### src/rtl/cadss_ic_pkg.sv
// Shared interconnect definitions used by the injector, the bus and the completion side.
package cadss_ic_pkg;

    localparam int DEF_NUM_PROC = 8;
    localparam int DEF_ADDR_W   = 48;
    localparam int PROC_W       = $clog2(DEF_NUM_PROC);
    localparam int DEST_W       = PROC_W + 1;

    // One cache-transfer request as it travels toward the bus.
    typedef struct packed {
        logic [DEST_W-1:0]     dest;
        logic [DEF_ADDR_W-1:0] mem_address;
    } request_t;

    // Build a request from its fields.
    function automatic request_t make_request(input logic [DEST_W-1:0] dest,
                                              input logic [DEF_ADDR_W-1:0] addr);
        request_t r;
        r.dest        = dest;
        r.mem_address = addr;
        return r;
    endfunction

endpackage

### src/rtl/req_fifo.sv
// Single per-processor request queue: explicit-wrap pointers, registered count,
// zero-masked head, and a pop-while-empty indication for the sticky error.
module req_fifo #(
    parameter int DEPTH = 4,
    parameter int WIDTH = 52
) (
    input  logic                     clk,
    input  logic                     rst,
    input  logic                     push,
    input  logic [WIDTH-1:0]         push_data,
    input  logic                     pop,
    output logic [WIDTH-1:0]         head,
    output logic                     avail,
    output logic [$clog2(DEPTH):0]   count,
    output logic                     pop_ok,
    output logic                     underflow
);

    localparam int PTR_W = $clog2(DEPTH);
    localparam int CNT_W = $clog2(DEPTH) + 1;
    localparam logic [PTR_W-1:0] LAST_PTR = PTR_W'(DEPTH - 1);
    localparam logic [CNT_W-1:0] FULL_CNT = CNT_W'(DEPTH);

    logic [WIDTH-1:0] mem_reg [DEPTH];
    logic [PTR_W-1:0] wptr_reg;
    logic [PTR_W-1:0] rptr_reg;
    logic [CNT_W-1:0] count_reg;
    logic             push_ok;

    // Pointer advance with explicit wrap so DEPTH need not be a power of two.
    function automatic logic [PTR_W-1:0] ptr_inc(input logic [PTR_W-1:0] p);
        return (p == LAST_PTR) ? '0 : p + PTR_W'(1);
    endfunction

    assign push_ok   = push && (count_reg != FULL_CNT);
    assign pop_ok    = pop && (count_reg != '0);
    assign underflow = pop && (count_reg == '0);

    // Pointer and occupancy bookkeeping; a simultaneous push and pop leaves count unchanged.
    always_ff @(posedge clk) begin
        if (rst) begin
            wptr_reg  <= '0;
            rptr_reg  <= '0;
            count_reg <= '0;
        end else begin
            if (push_ok) wptr_reg <= ptr_inc(wptr_reg);
            if (pop_ok)  rptr_reg <= ptr_inc(rptr_reg);
            case ({push_ok, pop_ok})
                2'b10:   count_reg <= count_reg + CNT_W'(1);
                2'b01:   count_reg <= count_reg - CNT_W'(1);
                default: count_reg <= count_reg;
            endcase
        end
    end

    // Entry storage; contents need no reset because count gates visibility.
    always_ff @(posedge clk) begin
        if (push_ok) mem_reg[wptr_reg] <= push_data;
    end

    assign avail = (count_reg != '0);
    assign head  = avail ? mem_reg[rptr_reg] : '0;
    assign count = count_reg;

endmodule

### src/rtl/bus_request_injector.sv
// Per-processor request buffering ahead of the bus interconnect: routes each
// accepted request to its source queue and presents every queue head to the bus.
module bus_request_injector
    import cadss_ic_pkg::*;
#(
    parameter int NUM_PROC = DEF_NUM_PROC,
    parameter int DEPTH    = 4,
    parameter int ADDR_W   = DEF_ADDR_W
) (
    input  logic                                     clk,
    input  logic                                     rst,
    input  logic                                     enq_valid,
    input  logic [$clog2(NUM_PROC)-1:0]              enq_src,
    input  logic [$clog2(NUM_PROC):0]                enq_dest,
    input  logic [ADDR_W-1:0]                        enq_addr,
    output logic                                     enq_ready,
    output logic [NUM_PROC-1:0]                      request_in_avail,
    output logic [NUM_PROC-1:0][$clog2(NUM_PROC):0]  request_dest,
    output logic [NUM_PROC-1:0][ADDR_W-1:0]          addrs_in,
    input  logic [NUM_PROC-1:0]                      processed_request,
    output logic [NUM_PROC-1:0][$clog2(DEPTH):0]     occupancy,
    output logic [$clog2(NUM_PROC*DEPTH):0]          total_in_flight,
    output logic                                     overflow_err,
    output logic                                     underflow_err
);

    localparam int SRC_W   = $clog2(NUM_PROC);
    localparam int DST_W   = SRC_W + 1;
    localparam int CNT_W   = $clog2(DEPTH) + 1;
    localparam int TOT_W   = $clog2(NUM_PROC * DEPTH) + 1;
    // Entry layout matches request_t: {dest, mem_address}.
    localparam int ENTRY_W = DST_W + ADDR_W;
    localparam logic [CNT_W-1:0] FULL_CNT = CNT_W'(DEPTH);

    logic                   enq_fire;
    logic [ENTRY_W-1:0]     enq_entry;
    logic [ENTRY_W-1:0]     head_w [NUM_PROC];
    logic [NUM_PROC-1:0]    push_w;
    logic [NUM_PROC-1:0]    pop_ok_w;
    logic [NUM_PROC-1:0]    underflow_w;
    logic [TOT_W-1:0]       pop_cnt;
    logic [TOT_W-1:0]       total_reg;
    logic [TOT_W-1:0]       total_next;
    logic                   overflow_reg;
    logic                   underflow_reg;

    assign enq_entry = {enq_dest, enq_addr};
    assign enq_fire  = enq_valid && enq_ready;

    // Ready reflects only the registered count of the addressed queue.
    always_comb begin
        enq_ready = 1'b0;
        if ({1'b0, enq_src} < DST_W'(NUM_PROC)) begin
            enq_ready = (occupancy[enq_src] != FULL_CNT);
        end
    end

    generate
        for (genvar gi = 0; gi < NUM_PROC; gi++) begin : g_queue
            assign push_w[gi] = enq_fire && (enq_src == SRC_W'(gi));

            req_fifo #(
                .DEPTH (DEPTH),
                .WIDTH (ENTRY_W)
            ) u_fifo (
                .clk       (clk),
                .rst       (rst),
                .push      (push_w[gi]),
                .push_data (enq_entry),
                .pop       (processed_request[gi]),
                .head      (head_w[gi]),
                .avail     (request_in_avail[gi]),
                .count     (occupancy[gi]),
                .pop_ok    (pop_ok_w[gi]),
                .underflow (underflow_w[gi])
            );

            assign request_dest[gi] = head_w[gi][ENTRY_W-1 -: DST_W];
            assign addrs_in[gi]     = head_w[gi][ADDR_W-1:0];
        end
    endgenerate

    // Running total: one possible enqueue minus however many queues actually popped.
    always_comb begin
        pop_cnt = '0;
        for (int i = 0; i < NUM_PROC; i++) begin
            pop_cnt = pop_cnt + TOT_W'(pop_ok_w[i]);
        end
        total_next = total_reg + TOT_W'(enq_fire) - pop_cnt;
    end

    // Total occupancy register and sticky misuse flags.
    always_ff @(posedge clk) begin
        if (rst) begin
            total_reg     <= '0;
            overflow_reg  <= 1'b0;
            underflow_reg <= 1'b0;
        end else begin
            total_reg <= total_next;
            if (enq_valid && !enq_ready) overflow_reg  <= 1'b1;
            if (|underflow_w)            underflow_reg <= 1'b1;
        end
    end

    assign total_in_flight = total_reg;
    assign overflow_err    = overflow_reg;
    assign underflow_err   = underflow_reg;

endmodule

### config.mk
export PLATFORM = sky130hd
export DESIGN_NAME = bus_request_injector
export DESIGN_NICKNAME = d
export VERILOG_FILES = /design/src/rtl/cadss_ic_pkg.sv /design/src/rtl/req_fifo.sv /design/src/rtl/bus_request_injector.sv
export SDC_FILE = /design/constraint.sdc
export NUM_CORES = 1
export LEC_CHECK = 0
export ABC_AREA = 1
export BUFFER_PORTS_ARGS = -buffer_cell sky130_fd_sc_hd__buf_2
export CAP_MARGIN = 20
export CELL_PAD_IN_SITES_DETAIL_PLACEMENT = 0
export CELL_PAD_IN_SITES_GLOBAL_PLACEMENT = 1
export CORE_MARGIN = 2
export CORE_UTILIZATION = 31
export DETAILED_ROUTE_END_ITERATION = 10
export PLACE_DENSITY = 0.52
export SKIP_LAST_GASP = 1
export SLEW_MARGIN = 20
export SYNTH_ARGS = -nofsm -noshare
export SYNTH_HDL_FRONTEND = slang
export SYNTH_SLANG_ARGS = --single-unit
export TNS_END_PERCENT = 1
### constraint.sdc
create_clock -name clk -period 7.2 [get_ports clk]
set_input_delay 0.72 -clock clk [delete_from_list [all_inputs] [get_ports clk]]
set_output_delay 0.72 -clock clk [all_outputs]
set_load 0.005 [all_outputs]
# ---- Word-level counts from Yosys, hierarchy flattened
# Memories as Yosys holds them, arrays and structs flattened. A register that Yosys moved wholly into a read port is not among the register bits.
# Cells that the tools add are included.
dict set report totals {
  mem_bits_rw 1664
  n_memories 8
  elab_cells 252
  ff_bits 64
  input_bits 66
  out_inout_bits 457
}
# memory words word_bits read_ports rd_clocked_by_memory_dff write_ports line_no
set memory_table {}
lappend memory_table {{g_queue[0].u_fifo.mem_reg} 4 52 1 1 1 req_fifo.sv:24} ;# logic [WIDTH-1:0] mem_reg [DEPTH];
lappend memory_table {{g_queue[1].u_fifo.mem_reg} 4 52 1 1 1 req_fifo.sv:24}
lappend memory_table {{g_queue[2].u_fifo.mem_reg} 4 52 1 1 1 req_fifo.sv:24}
lappend memory_table {{g_queue[3].u_fifo.mem_reg} 4 52 1 1 1 req_fifo.sv:24}
lappend memory_table {{g_queue[4].u_fifo.mem_reg} 4 52 1 1 1 req_fifo.sv:24}
lappend memory_table {{g_queue[5].u_fifo.mem_reg} 4 52 1 1 1 req_fifo.sv:24}
lappend memory_table {{+2 memories} n/a n/a n/a n/a n/a n/a}
dict set report classes {
  add_sub_neg 41
  mux 66
  eq_ne 48
  n_reduce_logical 61
  magnitude_cmp 1
}
# op n
set op_table {}
lappend op_table {{$mux W52} 8}
lappend op_table {{$mux W2} 32}
lappend op_table {{$eq A2 B2 Y1 const B} 24}
lappend op_table {{$pmux W3 S2} 8}
lappend op_table {{$logic_and A1 B1 Y1} 34}
lappend op_table {{$add A2 B1 Y2 const B} 16}
lappend op_table {{$logic_not A3 Y1} 9}
lappend op_table {{$ne A3 B3 Y1 const B} 9}
lappend op_table {{$add A3 B1 Y3 const B} 8}
lappend op_table {{$reduce_bool A3 Y1} 8}
lappend op_table {{$sub A3 B1 Y3 const B} 8}
lappend op_table {{$add A6 B1 Y6} 3}
lappend op_table {{$eq A2 B1 Y1 const B} 8}
lappend op_table {{$mux W1} 16}
lappend op_table {{$reduce_bool A2 Y1} 8}
lappend op_table {{$eq A3 B3 Y1 const B} 4}
lappend op_table {{$bmux W3 S3} 1}
lappend op_table {{$reduce_or A8 Y1} 1}
lappend op_table {{$add A5 B1 Y6} 1}
lappend op_table {{$eq A3 B2 Y1 const B} 2}
lappend op_table {{$sub A6 B6 Y6} 1}
lappend op_table {{$add A4 B1 Y5} 1}
lappend op_table {{$add A3 B1 Y4} 1}
lappend op_table {{$lt A3 B4 Y1 const B} 1}
lappend op_table {{other kinds (5)} 5}

# ---- Longest topological paths before layout
# Gate-level depths: netlist of run 1.
dict set report logic_depth {
  ltp_word 10
  ltp_mapped 20
  ltp_nobuf 20
}

# ---- Cells and area by module
# Synthesis of run 1 repeated with hierarchy kept, for this count alone.
dict set report hier_totals {
  hier_cells 6040
  area_unflattened_um2 70644.0
}
# mod cells_per_inst area_per_inst_um2 n_inst seq_area_each_um2
set by_module_without_submodules {}
lappend by_module_without_submodules {{req_fifo at g_queue[1].u_fifo ...} 738 8718.4 5 6426.2}
lappend by_module_without_submodules {{req_fifo at g_queue[0].u_fifo ...} 738 8720.9 3 6426.2}
lappend by_module_without_submodules {bus_request_injector 136 889.6 1 160.2}

# ---- Least setup slack after synthesis of run 1
# Ideal clock, no wire load.
dict set report synth_path {
  path_type {input to register}
  start {in enq_src[0]}
  end {mem g_queue[7].u_fifo.mem_reg[0][0], enable pin}
  t_required_ps 6738
  setup_time_ps 462
  setup_slack_ps 3144
  stages 7
  n_path_buf 0
  arrival_time_ps 3594
  cell_sequence {nor2_1 > o21ai_1 > inv_1 > nor2_1 > nand3_2 > nand4_2 > nor2_1}
}
dict set report synth_via {
  elab_chain_len 8
  elab_cells_between_ends 9
  classes_between {2 x eq/ne; 4 x mux; 3 x reduce/logical}
}
# item line_no
set synth_rtl {}
lappend synth_rtl {{start: declaration} bus_request_injector.sv:13} ;# input logic [$clog2(NUM_PROC)-1:0] enq_src,
lappend synth_rtl {{$bmux W3 S3} bus_request_injector.sv:54} ;# enq_ready = (occupancy[enq_src] != FULL_CNT);
lappend synth_rtl {{$mux W3 (not written as such)} bus_request_injector.sv:54}
lappend synth_rtl {{$ne A3 B3 Y1} bus_request_injector.sv:54}
lappend synth_rtl {{$logic_and A1 B1 Y1} bus_request_injector.sv:48} ;# assign enq_fire = enq_valid && enq_ready;
lappend synth_rtl {{$logic_and A1 B1 Y1 *} bus_request_injector.sv:60} ;# assign push_w[gi] = enq_fire && (enq_src == SRC_W'(gi));
lappend synth_rtl {{$logic_and A1 B1 Y1 *} req_fifo.sv:35} ;# assign push_ok = push && (count_reg != FULL_CNT);
lappend synth_rtl {{$mux W1 *} req_fifo.sv:58} ;# if (push_ok) mem_reg[wptr_reg] <= push_data;
lappend synth_rtl {{$mux W1 (not written as such) *} req_fifo.sv:58}
lappend synth_rtl {{end: declaration} req_fifo.sv:24}
# Every way passes the cells marked *; elsewhere a longest branch is shown, timed or not. The select of a mux whose other input is x is not followed.

==> Flow_metrics.wiki, run 1 <==
{| class="wikitable"
! Metric !! Value
|-
| Status || completed
|-
| Starting utilization of the core area || 31.23%
|-
| Worst-skew pair later-pin latency || 0.85 ns
|-
| X dimension of the die || 474.7 µm
|-
| Worst Path Max Fanout || 53
|-
| Post-cts sizing count || 0
|-
| Final count of hold timing violations || 0
|-
| Min-Delay Path Class || in2reg
|-
| Power Total || 25.40 mW
|-
| Area of the die || between 0.2 and 0.25 mm²
|-
| Count of warnings emitted by yosys || 0
|-
| Power per cell area || around 310 mW/mm²
|-
| Average instance area after synthesis || around 12 µm²
|-
| Vias || 44000
|-
| Layout cell share with drive strength beyond 1 || 16.15%
|-
| Flip-flop and latch count after synthesis || 1744
|-
| Crit share post-route || 66.49%
|-
| Routed length per instance || approximately 25 µm
|-
| Remaining antenna violation count || 0
|-
| Final Net Count || about 6200
|-
| Worst Max-Slew Pin Slew || 1.149 ns
|-
| Destination of the worst register-to-register timing path || total_in_flight[5]
|-
| Weighted congestion at the end of routability-driven global placement || roughly 0.78
|-
| CTS Sinks || 1744
|-
| Remaining design rule violation count || 0
|-
| Highest ir drop seen on vdd || 0.2418 mV
|-
| Number of distinct library cells after synthesis || 32
|-
| Net count after synthesis || 5685
|-
| Share of the yosys chip area belonging to registers || 75.09%
|-
| Worst min-delay path startpoint || processed_request[3]
|-
| Final Routed Wirelength || around 230000 µm
|-
| Height of the die || 474.7 µm
|-
| First-pass GRT wire length || between 300000 and 400000 µm
|-
| Core outline area || 0.2199 mm²
|-
| Starting DRT DRC Count || 4638
|-
| Cts hold-fix bufs || 0
|-
| Reg-to-reg critical path startpoint || g_queue[4].u_fifo.count[0]
|-
| Clock Path Buffers || 3
|-
| Global-route total usage across every layer || about a fifth
|-
| Layout area overhead || 18.16%
|-
| Row Count || 172
|-
| Post-detailed-placement cell area || 0.07486 mm²
|-
| CTS tree || built
|-
| WP data required || 6.48 ns
|-
| Final-report setup violation count || 0
|-
| R2R cell count || 19
|-
| Remaining global-route overflow || 0
|-
| Via count of the first global-routing pass || slightly above 40000
|-
| H-tree levels || 4
|-
| Clock buffers created by TritonCTS || between 150 and 200
|-
| Category of the worst setup path capture point || primary output
|-
| RSZ-0062 raised after global routing || false
|-
| Cell area after synthesis || around 0.069 mm²
|-
| Antenna violations before repair || 55
|-
| Worst-case clock skew || 0.05520 ns
|-
| Top Ports || ~520
|-
| Peak clock frequency supported by timing || around 210 MHz
|-
| Length of the first detailed-routing pass in iterations || 7
|-
| Syn Inst Count || 5547
|-
| CP Data Arrival Time || 4.07 ns
|-
| Max Transition Viols Final || 0
|-
| Final core utilization || 36.90%
|-
| Leakage power total || 28.57 nW
|-
| Min-Delay Path Depth || 3
|-
| Number of buffer cells added on primary ports || approximately 520
|-
| Clock Tree Root || sky130_fd_sc_hd__clkbuf_16
|-
| Routed vias/inst || around 4.8
|-
| Setup bufs post-CTS || 0
|-
| Post-route design area || around 0.081 mm²
|-
| Largest net degree at the start of global routing || 105
|-
| Critical Setup Path Class || reg2out
|-
| Sum of negative setup slack || 0 ns
|-
| Number of violations of the max-capacitance limit || 0
|-
| Clock transition at path regs || 0.06 ns
|-
| Period minus WS final || 4.787 ns
|-
| Worst R2R Setup Slack || 2.61 ns
|-
| Half-perimeter wire length after placement || 127600 µm
|-
| Flip-flop count of the largest register, all copies and words added || 1664
|-
| Max-slew headroom at the worst pin || 23.39%
|-
| Capture endpoint of the worst hold path || underflow_err
|-
| Startpoint class of the critical path || flop
|}
layer usage:
layer / vias to the layer above / routed length (µm) / track usage, %
met5: - / 0 / 0
met4: 0 / 6859 / 6.659
met3: 245 / 13730 / 2.865
met2: 1338 / 110200 / 32.45
met1: 21840 / 103200 / 28.19
li1: 20580 / - / -
cell families (layout without fill, tap and decap cells):
family          after synthesis  count (layout)  share of synthesized area, %
other cells                   0              16                             0
simple gates               1881            1881                         10.65
xor+xnor                      3               3                       0.03827
buf+inv                     501            1182                         2.888
fa+ha+maj                    72              72                         1.454
compound gates             1346            1346                         9.885
flops                      1744            1744                         75.09
synthesized netlist by cell type (all sizes together):
master / number / area, µm²
ha: 59 / 738.2
o21bai: 1 / 7.510
o211a: 9 / 90.09
o21ai: 879 / 4399
a221oi: 1 / 8.760
clkinv: 9 / 33.78
xnor2: 1 / 8.760
nand2: 61 / 231.5
nor2: 1786 / 6842
edfxtp: 1664 / 49970
fa: 13 / 260.3
buf: 73 / 376.6
xor2: 2 / 17.52
nor3: 6 / 50.05
inv: 162 / 608.1
a21oi: 455 / 2277
nand3: 13 / 87.59
dfxtp: 80 / 1602
clkbuf: 257 / 964.7
nand4: 15 / 100.1
o22ai: 1 / 6.260
through the flow:
stage | instances | hold WS [ns] | setup slack [ns]
finish | 9202 | 0.2633 | 2.413
global route | 9188 | 0.2481 | 2.248
CTS | 9186 | 0.2058 | 2.276
detailed placement | 8823 | 0.4823 | 2.594
global placement | 8822 | 0.4677 | 2.566
floorplan | 5547 | 0.4604 | 3.144
worst max-delay path, stage by stage (launching register included):
cell and delay (ns):
sky130_fd_sc_hd__dfxtp_2 0.31, sky130_fd_sc_hd__buf_4 0.59, sky130_fd_sc_hd__clkinv_1 0.93, sky130_fd_sc_hd__buf_4 0.56
sky130_fd_sc_hd__nor2_1 0.13, sky130_fd_sc_hd__o21ai_0 0.08, sky130_fd_sc_hd__a21oi_1 0.40, sky130_fd_sc_hd__buf_2 0.20
worst max-delay path by stage:
stage | cells after the start | from | slack, ns | endpoint
2_1_floorplan | 7 | enq_src[0] | 3.14 | g_queue[7].u_fifo.mem_reg[0][0]
3_3_place_gp | 19 | g_queue[4].u_fifo.count[0] | 2.57 | total_in_flight[5]
3_5_place_dp | 19 | g_queue[4].u_fifo.count[0] | 2.59 | total_in_flight[5]
4_1_cts | 7 | flop | 2.28 | addrs_in[44]
5_1_grt | 7 | flop | 2.25 | addrs_in[45]
6_report | 7 | flop | 2.41 | addrs_in[45]
cells in the final DEF, fill, tap and decap left out, drive strengths merged, types with 2 or more instances in the layout:
cell type / Yosys / layout
bufinv: 0 / 13
edfxtp: 1664 / 1664
fa: 13 / 13
nand3: 13 / 13
nand2: 61 / 61
dfxtp: 80 / 80
clkinv: 9 / 109
nor2: 1786 / 1786
nand4: 15 / 15
diode: 0 / 16
nor3: 6 / 6
a21oi: 455 / 455
inv: 162 / 162
ha: 59 / 59
xor2: 2 / 2
buf: 73 / 648
clkbuf: 257 / 248
o21ai: 879 / 879
o211a: 9 / 9
clkinvlp: 0 / 2
area by class of cell:
class,instances,area [µm²]
Timing Repair Buffer,648,3578
Antenna cell,16,40.04
Clock buffer,248,5172
Tap cell,2958,3701
Clock inverter,115,1079
Fill cell,21520,138800
Inverter,171,651.9
Multi-Input combinational cell,3302,15320
Sequential cell,1744,51610
power by group:
group | internal, mW | leakage [nW] | switching [mW]
clock | 5.56 | 3.04 | 4.18
combinational | 1.19 | 9.88 | 3.05
sequential | 11.2 | 15.6 | 0.169
No activity file was read; power rests on OpenSTA's default activity.
==> inputs of run 2 (changes only) <==
- clock period: 7.2 -> 4.95 ns (I/O delays scaled with it)
==> Flow_metrics.wiki, run 2 (synthesis results as in run 1) <==
{| class="wikitable"
! Metric !! Value
|-
| Master of the slowest instance on the critical path || sky130_fd_sc_hd__clkinv_2
|-
| Length of the first detailed-routing pass in iterations || 5 (-2)
|-
| Core outline area || 0.2199 mm² (unchanged)
|-
| Remaining global-route overflow || 0 (unchanged)
|-
| Sequence of cells on the critical path || clkinv_2, buf_4, o21ai_0, a21oi_1, buf_2
|-
| CTS Sinks || 1744 (unchanged)
|-
| PnR worst setup slack || 0.7797 ns (-1.633 ns)
|-
| First-pass GRT wire length || 323200 µm (+0.71%)
|-
| Area of the die || 0.2253 mm² (unchanged)
|-
| Crit share post-route || 84.25%
|-
| Remaining antenna violation count || 0 (unchanged)
|-
| Worst Max-Slew Pin Slew || 0.9898 ns (-0.1593 ns)
|-
| Starting utilization of the core area || 31.23% (unchanged)
|-
| Cts hold-fix bufs || 0 (unchanged)
|-
| Power per cell area || 449.4 mW/mm² (+44%)
|-
| Clock Tree Root || sky130_fd_sc_hd__clkbuf_16
|-
| Reg-to-reg critical path startpoint || g_queue[4].u_fifo.count[0]
|-
| Number of violations of the max-capacitance limit || 0 (unchanged)
|-
| Number of buffer cells added on primary ports || 522 (unchanged)
|-
| Final-report setup violation count || 0 (unchanged)
|-
| Clock buffers created by TritonCTS || 195 (-1.0%)
|-
| Min-Delay Path Class || in2reg
|-
| WP data required || 4.45 ns (-2.03 ns)
|-
| Antenna violations before repair || 39 (-29%)
|-
| Max Transition Viols Final || 0 (unchanged)
|-
| Largest net degree at the start of global routing || 105 (unchanged)
|-
| Vias || 43870 (-0.31%)
|-
| Top Ports || 523 (unchanged)
|-
| Half-perimeter wire length after placement || 129600 µm (+1.5%)
|-
| Power Total || 36.42 mW (+43%)
|-
| Sum of negative setup slack || 0 ns (unchanged)
|-
| Global-route total usage across every layer || 20.28% (+0.041 points)
|-
| Top library cells by usage in the layout, fill and taps aside || 1743 x sky130_fd_sc_hd__nor2_1, 1664 x sky130_fd_sc_hd__edfxtp_1, 873 x sky130_fd_sc_hd__o21ai_0
|-
| Peak clock frequency supported by timing || 239.8 MHz
|-
| Layout area overhead || 18.02%
|-
| X dimension of the die || 474.7 µm (unchanged)
|-
| Most frequent standard cell in the layout excluding fill and tap cells || sky130_fd_sc_hd__nor2_1
|-
| Setup bufs post-CTS || 0 (unchanged)
|-
| Max-slew headroom at the worst pin || 34.01% (+11 points)
|-
| Flip-flop count of the largest register, all copies and words added || 1664 (unchanged)
|-
| Critical Setup Path Class || reg2out
|-
| Worst Path Max Fanout || 68 (+28%)
|-
| CTS tree || built
|-
| Via count of the first global-routing pass || 41730 (+1.0%)
|-
| Final Routed Wirelength || 233300 µm (-0.31%)
|-
| Placement Setup Slack || 0.7661 ns (-1.828 ns)
|-
| Final count of hold timing violations || 0 (unchanged)
|-
| Post-detailed-placement cell area || 0.07502 mm² (+0.22%)
|-
| Category of the worst setup path capture point || primary output
|-
| Worst-skew pair later-pin latency || 0.86 ns (about the same)
|-
| Worst-case clock skew || 0.03395 ns (-0.02125 ns)
|-
| Worst min-delay path startpoint || processed_request[0]
|-
| Leakage power total || 28.50 nW (-0.23%)
|-
| Clock transition at path regs || 0.06 ns (about the same)
|-
| CP Data Arrival Time || 3.68 ns (-0.39 ns)
|-
| Routed length per instance || 25.33 µm (-0.38%)
|-
| Height of the die || 474.7 µm (unchanged)
|-
| Number of buffer and inverter instances along the worst setup path || 3 (-1)
|-
| Routed vias/inst || 4.763 (-0.38%)
|-
| Period minus WS final || approximately 4.2 ns
|-
| Maximum single-stage delay on the critical path || 0.87 ns (-0.06 ns)
|-
| Remaining design rule violation count || 0 (unchanged)
|-
| Largest delay share family, worst path || buffers and inverters
|-
| Final Net Count || 6213 (+0.18%)
|-
| Row Count || 172 (unchanged)
|-
| Weighted congestion at the end of routability-driven global placement || 0.7921 (+1.5%)
|-
| Startpoint class of the critical path || flop
|-
| Post-route design area || 0.08105 mm² (-0.12%)
|-
| Clock Path Buffers || 3 (unchanged)
|-
| Layout cell share with drive strength beyond 1 || 16.08% (-0.075 points)
|-
| Highest ir drop seen on vdd || 0.3571 mV (+48%)
|-
| Starting DRT DRC Count || 3876 (-16%)
|-
| H-tree levels || 4 (unchanged)
|-
| Status || completed
|-
| RSZ-0062 raised after global routing || false
|-
| Post-cts sizing count || 0 (unchanged)
|}
[run 2: cell types whose count changed in the layout (fill, tap and decap cells not counted), moves of 2 or more]
| cell | change |
|---|---|
| sky130_fd_sc_hd__clkinv_2 | -11 |
| sky130_fd_sc_hd__buf_12 | +8 |
| sky130_fd_sc_hd__bufinv_16 | -8 |
| sky130_fd_sc_hd__clkinv_1 | +6 |
| sky130_fd_sc_hd__clkinv_16 | -6 |
| sky130_fd_sc_hd__buf_4 | +5 |
| sky130_fd_sc_hd__clkinv_8 | +5 |
| sky130_fd_sc_hd__inv_6 | -5 |
| sky130_fd_sc_hd__inv_16 | +4 |
| sky130_fd_sc_hd__clkbuf_8 | +3 |
| sky130_fd_sc_hd__diode_2 | +3 |
| sky130_fd_sc_hd__clkbuf_1 | +2 |
| sky130_fd_sc_hd__clkinv_4 | +2 |
[run 2: path summary, 6_finish.rpt]
check,depth (start not counted),endpoint,slack (ns)
setup reg to reg,18,total_in_flight[5],1.00
hold / removal,3,underflow_err,0.1
setup / recovery,5,addrs_in[263],0.78
hold reg to reg,1,g_queue[6].u_fifo.count[0],0.49
[run 2: worst reg2reg max path: stages (launching register included)]
cell and delay, ns:
sky130_fd_sc_hd__dfxtp_1 0.38, sky130_fd_sc_hd__nor2_1 0.08, sky130_fd_sc_hd__nand2_1 0.12, sky130_fd_sc_hd__inv_2 0.05, sky130_fd_sc_hd__nor2_1 0.31, sky130_fd_sc_hd__xor2_1 0.13
sky130_fd_sc_hd__ha_1 0.20, sky130_fd_sc_hd__o21bai_1 0.19, sky130_fd_sc_hd__fa_1 0.51, sky130_fd_sc_hd__inv_1 0.06, sky130_fd_sc_hd__fa_1 0.41, sky130_fd_sc_hd__inv_1 0.07
sky130_fd_sc_hd__fa_1 0.41, sky130_fd_sc_hd__ha_1 0.19, sky130_fd_sc_hd__ha_1 0.33, sky130_fd_sc_hd__nand3_1 0.09, sky130_fd_sc_hd__nand2_1 0.07, sky130_fd_sc_hd__o21ai_0 0.17
sky130_fd_sc_hd__a21oi_1 0.07
[run 2: where the power goes]
part	leakage, nW	internal, mW	switching (mW)
sequential	15.6	16.3	0.268
combinational	9.97	1.74	4.40
clock	2.90	7.66	6.01
total	28.5	25.7	10.7
[run 2: layout make-up]
cell class | instances | area [µm²]
fill | 21510 | 138900
sequential | 1744 | 51610
multi-input combinational | 3302 | 15320
clock buffer | 252 | 5196
timing repair buffer | 661 | 3760
tap | 2958 | 3701
clock inverter | 102 | 764.5
inverter | 171 | 651.9
antenna | 19 | 47.55
[run 2: metrics by stage]
stage | utilization (%) | std cells | hold slack, ns
2_1_floorplan | - | 5547 | 0.4604
3_3_place_gp | 34.11 | 8835 | 0.4715
3_5_place_dp | 34.11 | 8835 | 0.4857
4_1_cts | 36.82 | 9189 | 0.03406
5_1_grt | 36.84 | 9196 | 0.07002
6_report | 36.85 | 9209 | 0.09964
[run 2: routing by layer]
layer	vias up	track usage, %	wire (µm)
met3	249	2.636	11860
met5	-	0	0
met4	0	6.227	6814
met2	1277	32.79	110000
met1	21750	28.34	104500
li1	20590	-	-
